**config.mk**
```make
export PLATFORM = sky130hd
export DESIGN_NAME = udma_ext_per_shift_engine
export DESIGN_NICKNAME = d
export VERILOG_FILES = /design/src/rtl/udma_ext_per_pkg.sv /design/src/rtl/udma_ext_per_clkdiv.sv /design/src/rtl/udma_ext_per_shift_engine.sv
export SDC_FILE = /design/constraint.sdc
export NUM_CORES = 1
export LEC_CHECK = 0
export BUFFER_PORTS_ARGS = -buffer_cell sky130_fd_sc_hd__buf_2
export CAP_MARGIN = 40
export CELL_PAD_IN_SITES_DETAIL_PLACEMENT = 1
export CELL_PAD_IN_SITES_GLOBAL_PLACEMENT = 2
export CORE_ASPECT_RATIO = 0.9
export CORE_UTILIZATION = 40
export DETAILED_ROUTE_END_ITERATION = 10
export GPL_TIMING_DRIVEN = 0
export HOLD_SLACK_MARGIN = 0.06
export PLACE_DENSITY_LB_ADDON = 0.05
export SYNTH_ARGS = -nofsm -noshare
export SYNTH_HDL_FRONTEND = slang
export SYNTH_HIERARCHICAL = 1
export SYNTH_SLANG_ARGS = --single-unit
```
**constraint.sdc**
```tcl
create_clock -name clk_i -period 5.05 [get_ports clk_i]
set_clock_uncertainty 0.05 [all_clocks]
set_input_delay 0.2525 -clock clk_i [delete_from_list [all_inputs] [get_ports clk_i]]
set_output_delay 0.2525 -clock clk_i [all_outputs]
set_load 0.005 [all_outputs]
```
**src/rtl/udma_ext_per_pkg.sv**
```systemverilog
// Shared types and field positions for the external-peripheral serial shift engine.
package udma_ext_per_pkg;

   localparam int CFG_DIV_LSB       = 0;
   localparam int CFG_DIV_W         = 16;
   localparam int CFG_LEN_LSB       = 16;
   localparam int CFG_LEN_W         = 5;
   localparam int CFG_LSB_FIRST_BIT = 21;
   localparam int CFG_EN_BIT        = 22;
   localparam int CFG_LOOPBACK_BIT  = 23;

   typedef enum logic [2:0] {
      ST_IDLE   = 3'd0,
      ST_LOAD   = 3'd1,
      ST_SCK_LO = 3'd2,
      ST_SCK_HI = 3'd3,
      ST_PUSH   = 3'd4
   } ext_per_state_e;

   typedef struct packed {
      logic [7:0]           rsvd;
      logic                 loopback;
      logic                 en;
      logic                 lsb_first;
      logic [CFG_LEN_W-1:0] len_m1;
      logic [CFG_DIV_W-1:0] div;
   } ext_per_setup_t;

   // Position in the word of the bit handled while the bit counter holds cnt.
   function automatic logic [CFG_LEN_W-1:0] bit_index(input logic [CFG_LEN_W-1:0] cnt,
                                                      input logic [CFG_LEN_W-1:0] len_m1,
                                                      input logic             lsb_first);
      return lsb_first ? (len_m1 - cnt) : cnt;
   endfunction

endpackage

```
**src/rtl/udma_ext_per_clkdiv.sv**
```systemverilog
// Loadable down-counter with terminal-count flag; reloads itself on terminal count while enabled.
module udma_ext_per_clkdiv #(
   parameter int DIV_WIDTH = 16
) (
   input  logic                 clk_i,
   input  logic                 rstn_i,
   input  logic                 load_i,
   input  logic                 cnt_en_i,
   input  logic [DIV_WIDTH-1:0] load_val_i,
   output logic                 tc_o
);

   logic [DIV_WIDTH-1:0] cnt_q;
   logic [DIV_WIDTH-1:0] cnt_d;

   assign tc_o = (cnt_q == '0);

   always_comb begin
      cnt_d = cnt_q;
      if (load_i) begin
         cnt_d = load_val_i;
      end else if (cnt_en_i) begin
         cnt_d = tc_o ? load_val_i : (cnt_q - 1'b1);
      end
   end

   always_ff @(posedge clk_i or negedge rstn_i) begin
      if (!rstn_i) begin
         cnt_q <= '0;
      end else begin
         cnt_q <= cnt_d;
      end
   end

endmodule

```
**src/rtl/udma_ext_per_shift_engine.sv**
```systemverilog
// SPI-mode-0 style serial engine between the TX and RX dual-clock FIFOs of the external peripheral.
// Optional build macro EXT_PER_LOOPBACK_EN adds an sdo->sample loopback selected by setup bit 23.
module udma_ext_per_shift_engine
   import udma_ext_per_pkg::*;
#(
   parameter int DIV_WIDTH = 16
) (
   input  logic        clk_i,
   input  logic        rstn_i,
   input  logic [31:0] cfg_setup_i,
   output logic        busy_o,
   input  logic        tx_valid_i,
   output logic        tx_ready_o,
   input  logic [31:0] tx_data_i,
   output logic        rx_valid_o,
   input  logic        rx_ready_i,
   output logic [31:0] rx_data_o,
   output logic        per_sck_o,
   output logic        per_csn_o,
   output logic        per_sdo_o,
   input  logic        per_sdi_i
);

   ext_per_setup_t setup;
   assign setup = ext_per_setup_t'(cfg_setup_i);

   ext_per_state_e         state_q, state_d;
   logic                   tx_ready_q, tx_ready_d;
   logic                   rx_valid_q, rx_valid_d;
   logic                   busy_q, busy_d;
   logic                   sck_q, sck_d;
   logic                   csn_q, csn_d;
   logic                   sdo_q, sdo_d;
   logic [31:0]            data_q, data_d;
   logic [DIV_WIDTH-1:0]   div_q, div_d;
   logic [CFG_LEN_W-1:0]   len_m1_q, len_m1_d;
   logic                   lsb_q, lsb_d;
   logic [CFG_LEN_W-1:0]   cnt_q, cnt_d;
   logic [31:0]            rx_shift_q, rx_shift_d;
   logic [31:0]            rx_data_q, rx_data_d;
   logic                   sample;
   logic                   div_tc;
   logic                   unused_cfg;

`ifdef EXT_PER_LOOPBACK_EN
   logic lpbk_q, lpbk_d;
   assign sample     = lpbk_q ? sdo_q : per_sdi_i;
   assign unused_cfg = ^setup.rsvd;
`else
   assign sample     = per_sdi_i;
   assign unused_cfg = ^{setup.rsvd, setup.loopback};
`endif

   // The same counter times both sck phases; it is primed in LOAD and reloads on every terminal count.
   udma_ext_per_clkdiv #(
      .DIV_WIDTH (DIV_WIDTH)
   ) u_clkdiv (
      .clk_i      (clk_i),
      .rstn_i     (rstn_i),
      .load_i     (state_q == ST_LOAD),
      .cnt_en_i   ((state_q == ST_SCK_LO) || (state_q == ST_SCK_HI)),
      .load_val_i (div_q),
      .tc_o       (div_tc)
   );

   always_comb begin
      state_d    = state_q;
      sck_d      = sck_q;
      csn_d      = csn_q;
      sdo_d      = sdo_q;
      data_d     = data_q;
      div_d      = div_q;
      len_m1_d   = len_m1_q;
      lsb_d      = lsb_q;
      cnt_d      = cnt_q;
      rx_shift_d = rx_shift_q;
      rx_data_d  = rx_data_q;
`ifdef EXT_PER_LOOPBACK_EN
      lpbk_d     = lpbk_q;
`endif

      case (state_q)
         ST_IDLE: begin
            if (tx_valid_i && tx_ready_q) begin
               data_d   = tx_data_i;
               div_d    = DIV_WIDTH'(setup.div);
               len_m1_d = setup.len_m1;
               lsb_d    = setup.lsb_first;
`ifdef EXT_PER_LOOPBACK_EN
               lpbk_d   = setup.loopback;
`endif
               state_d  = ST_LOAD;
            end
         end
         ST_LOAD: begin
            csn_d      = 1'b0;
            sdo_d      = data_q[bit_index(len_m1_q, len_m1_q, lsb_q)];
            cnt_d      = len_m1_q;
            rx_shift_d = '0;
            state_d    = ST_SCK_LO;
         end
         ST_SCK_LO: begin
            if (div_tc) begin
               sck_d = 1'b1;
               rx_shift_d[bit_index(cnt_q, len_m1_q, lsb_q)] = sample;
               state_d = ST_SCK_HI;
            end
         end
         ST_SCK_HI: begin
            if (div_tc) begin
               sck_d = 1'b0;
               if (cnt_q == '0) begin
                  csn_d     = 1'b1;
                  sdo_d     = 1'b0;
                  rx_data_d = rx_shift_q;
                  state_d   = ST_PUSH;
               end else begin
                  cnt_d   = cnt_q - 1'b1;
                  sdo_d   = data_q[bit_index(cnt_q - 1'b1, len_m1_q, lsb_q)];
                  state_d = ST_SCK_LO;
               end
            end
         end
         ST_PUSH: begin
            if (rx_ready_i) begin
               state_d = ST_IDLE;
            end
         end
         default: begin
            state_d = ST_IDLE;
         end
      endcase

      // Handshake outputs are registered, so they are derived from the next state.
      tx_ready_d = (state_d == ST_IDLE) && setup.en;
      rx_valid_d = (state_d == ST_PUSH);
      busy_d     = (state_d != ST_IDLE);
   end

   always_ff @(posedge clk_i or negedge rstn_i) begin
      if (!rstn_i) begin
         state_q    <= ST_IDLE;
         tx_ready_q <= 1'b0;
         rx_valid_q <= 1'b0;
         busy_q     <= 1'b0;
         sck_q      <= 1'b0;
         csn_q      <= 1'b1;
         sdo_q      <= 1'b0;
         data_q     <= '0;
         div_q      <= '0;
         len_m1_q   <= '0;
         lsb_q      <= 1'b0;
         cnt_q      <= '0;
         rx_shift_q <= '0;
         rx_data_q  <= '0;
`ifdef EXT_PER_LOOPBACK_EN
         lpbk_q     <= 1'b0;
`endif
      end else begin
         state_q    <= state_d;
         tx_ready_q <= tx_ready_d;
         rx_valid_q <= rx_valid_d;
         busy_q     <= busy_d;
         sck_q      <= sck_d;
         csn_q      <= csn_d;
         sdo_q      <= sdo_d;
         data_q     <= data_d;
         div_q      <= div_d;
         len_m1_q   <= len_m1_d;
         lsb_q      <= lsb_d;
         cnt_q      <= cnt_d;
         rx_shift_q <= rx_shift_d;
         rx_data_q  <= rx_data_d;
`ifdef EXT_PER_LOOPBACK_EN
         lpbk_q     <= lpbk_d;
`endif
      end
   end

   assign busy_o     = busy_q;
   assign tx_ready_o = tx_ready_q;
   assign rx_valid_o = rx_valid_q;
   assign rx_data_o  = rx_data_q;
   assign per_sck_o  = sck_q;
   assign per_csn_o  = csn_q;
   assign per_sdo_o  = sdo_q;

endmodule

```
==> out/qor.yml <==
routing:
  drtAntennaViolNets: 0
  wirelength_um: 24060
  drt_iter0_drc: 390
  viasPerCell: 5.704
  wire_per_inst_um: 20.76
  drcViolationCount: 0
  vias: 6611
  firstDrtPassIters: 5
timing:
  slew_headroom_pct: 41.80
  hold_slack_ps: 120.3
  max_freq_ghz: 0.2849
  period_share_pct: 69.50
  fin_crit_ps: 3510
  hold_viol_final: 0
  rsz0062_at_grt: "no"
  finalSetupViolations: 0
  drv_slew: 0
  totalNegativeSetupSlack_ps: 0
  tightest_slew_ps: 867.1
pwr:
  ir_drop_v: 0.0004024
  power_density_nw_per_um2: 639.2
  leakagePower_nw: 4.425
cts:
  postCtsSetupBuffers: 0
  cts.sinks: 148
  cts_inserted_buffers: 17
  htreeDepth: 4
  clock_latency_ps: 430
  cts_tree: "built"
  path_clk_slew_ps: 70
  clock-root-buffer: "clkbuf_16"
  cts.path.max_buffers: 2
worst_setup_path:
  crit_family: "compound AO/OA/AOI/OAI gates"
  worst_setup_path_end_kind: "flop"
  slowest_stage: "dfrtp_1"
  critical_path_class: "flop to flop"
  path_cells: "buf_4 -> inv_1 -> ha_1 -> inv_1 -> fa_1 -> a21o_1 -> a21oi_1 -> xnor2_1 -> o21ai_0 -> nand3_1 -> o211ai_1 -> o211ai_1"
  max_stage_delay_ps: 480
  crit_start: "len_m1_q[0]"
  crit-reg2reg-capture: "rx_shift_q[1]"
  rr_startpoint: "len_m1_q[0]"
  arrival_ps: 3740
  startpoint_type: "flop"
  worstPathRequired_ps: 5280
  worstPathMaxFanout: 10
  r2r_slack_ps: 1540
  cp.buffers_inverters: 3
  worstRegToRegCells: 12
layout:
  fillerInstances: 2113
  final_nets: 979
  fin_area_um2: 9804
  area_growth_pct: 25.16
  diodes: 0
  drive_gt1_share_pct: 28.71
logic_synthesis:
  synth_edf_count: 0
  syn_avg_cell_area_um2: 10.84
  netlist_instances: 723
  ys_ff_latch: 148
  yosys-top-cells-count: "dfrtp_1 (147), mux2_2 (85), nand2_1 (72)"
  ys.flop_type: "dfrtp_1"
  synth.area.top_cells: "dfrtp_1 (47%), mux2_2 (12%), o211ai_1 (3.7%)"
  synthesis.nets: 806
  synth.cell_area_um2: 7834
  yosysWarnings: 6
  async_flop_share_pct: 100.0
  synth_top_cell_area_share_pct: 46.96
  synth.distinct_cells: 79
  synth.largest_area_cell: "dfrtp_1"
  ys_seq_area_share_pct: 47.29
  synth_most_common_cell: "dfrtp_1"
worst_hold_path:
  hold_depth: 3
  hp-start: "rx_ready_i"
  hold_path.class: "input pin to flop"
  hold_path_end: "rx_valid_o"
flow_run:
  cap_violations: 0
floorplan:
  num_rows: 48
  fp.dieArea_um2: 20150
  die_w_um: 149.5
  core_area_um2: 19160
  io_pins: 107
  start_util_pct: 40.89
  die_height_um: 134.8
global_route:
  grt_start_max_net_pins: 92
  grt_usage_pct: 25.27
  grt_pass1_vias: 6986
  antenna_found_initial: 0
  grt_pass1_wl_um: 38860
  grt-ovfl-total: 0
place:
  placed_cell_area_um2: 8666
  gp_congestion: 0.8696
  io_buffers: 97
  dp_hpwl_um: 16940
outcome:
  status: "complete, no violations"
power breakdown:
part / leakage (nW) / total (mW) / internal [mW] / switching [mW]
Sequential: 1.77 / 1.79 / 1.49 / 0.301
Clock: 0.276 / 1.26 / 0.714 / 0.546
Combinational: 2.38 / 3.22 / 1.30 / 1.92
placed cells by master (no fill, tap or decap), drive strengths merged, types with 4 or more instances in the layout:
| cell | count |
|---|---|
| a21o | 5 |
| a21oi | 32 |
| a22oi | 28 |
| a31oi | 5 |
| a32oi | 4 |
| and3 | 4 |
| buf | 115 |
| clkbuf | 44 |
| clkinv | 5 |
| dfrtp | 147 |
| dlygate4sd3 | 56 |
| ha | 12 |
| inv | 23 |
| mux2 | 86 |
| mux2i | 22 |
| mux4 | 4 |
| nand2 | 72 |
| nand2b | 5 |
| nand3 | 14 |
| nor2 | 50 |
| nor2b | 6 |
| nor3 | 13 |
| nor4 | 6 |
| o211ai | 40 |
| o21ai | 22 |
| o221ai | 5 |
| o31ai | 5 |
| or3 | 4 |
| xnor2 | 9 |
area by class of cell:
| cell class | instances | area (µm²) | share of cell area (%) |
|---|---|---|---|
| Clock inverter | 12 | 121.4 | 1.238 |
| Multi-Input combinational cell | 514 | 3820 | 38.96 |
| Timing Repair Buffer | 154 | 1080 | 11.01 |
| Sequential cell | 148 | 3705 | 37.79 |
| Tap cell | 250 | 312.8 | 3.190 |
| Buffer | 41 | 234.0 | 2.386 |
| Inverter | 20 | 75.07 | 0.7657 |
| Clock buffer | 20 | 456.7 | 4.658 |
per-layer routing:
| layer | global-route usage (%) | wire length, µm |
|---|---|---|
| met5 | 0 | 0 |
| met4 | 5.442 | 239 |
| met2 | 40.72 | 11550 |
| met1 | 35.52 | 11380 |
| met3 | 4.324 | 897 |
flip-flops by register name (all words and copies together) (netlist names):
| name | cells |
|---|---|
| busy_o | 1 |
| lsb_q | 1 |
| rx_shift_q | 32 |
| per_sdo_o | 1 |
| u_clkdiv/cnt_q | 16 |
| per_sck_o | 1 |
| len_m1_q | 5 |
| cnt_q | 5 |
| rx_data_o | 32 |
| div_q | 16 |
| tx_ready_o | 1 |
| data_q | 32 |
| per_csn_o | 1 |
| rx_valid_o | 1 |
| state_q | 3 |
per-stage QoR:
step	worst slack, ps	power, mW	std cells	util [%]
floorplan	2243	4.018	723	-
global placement	1480	4.801	1070	45.06
detailed placement	1546	4.947	1071	45.23
CTS	1521	6.271	1159	51.18
global route	1286	6.679	1159	51.18
finish	1540	6.267	1159	51.18
how the worst max path moves through the flow:
stage	end	slack, ps	cells after the start
floorplan	rx_shift_q[1]	2240	12
global route	rx_shift_q[5]	1290	12
CTS	rx_shift_q[1]	1520	12
finish	rx_shift_q[1]	1540	12
global placement	rx_data_o[11]	1480	1
detailed placement	rx_shift_q[1]	1550	12
what timing repair did:
| action | in CTS | in global routing |
|---|---|---|
| hold buffers | 56 | 0 |
| endpoints found under the setup margin | 0 | 0 |
| endpoints found under the hold margin | 112 | 0 |
| resized for setup | 0 | 0 |
tightest hold or removal path, stage by stage:
cell and delay (ps):
buf_2 100, nand2b_1 120, a21oi_1 80
logic make-up after synthesis:
| logic type | count (synthesis) | synth area share, % |
|---|---|---|
| AND/OR/NAND/NOR | 199 | 12.36 |
| AO/OA/AOI/OAI | 179 | 16.23 |
| flip-flops | 148 | 47.29 |
| multiplexers | 112 | 16.53 |
| buffers and inverters | 61 | 3.945 |
| adder cells (fa/ha/maj) | 14 | 2.428 |
| XOR/XNOR | 10 | 1.214 |
Note: power is estimated with default switching activity, not from simulation.
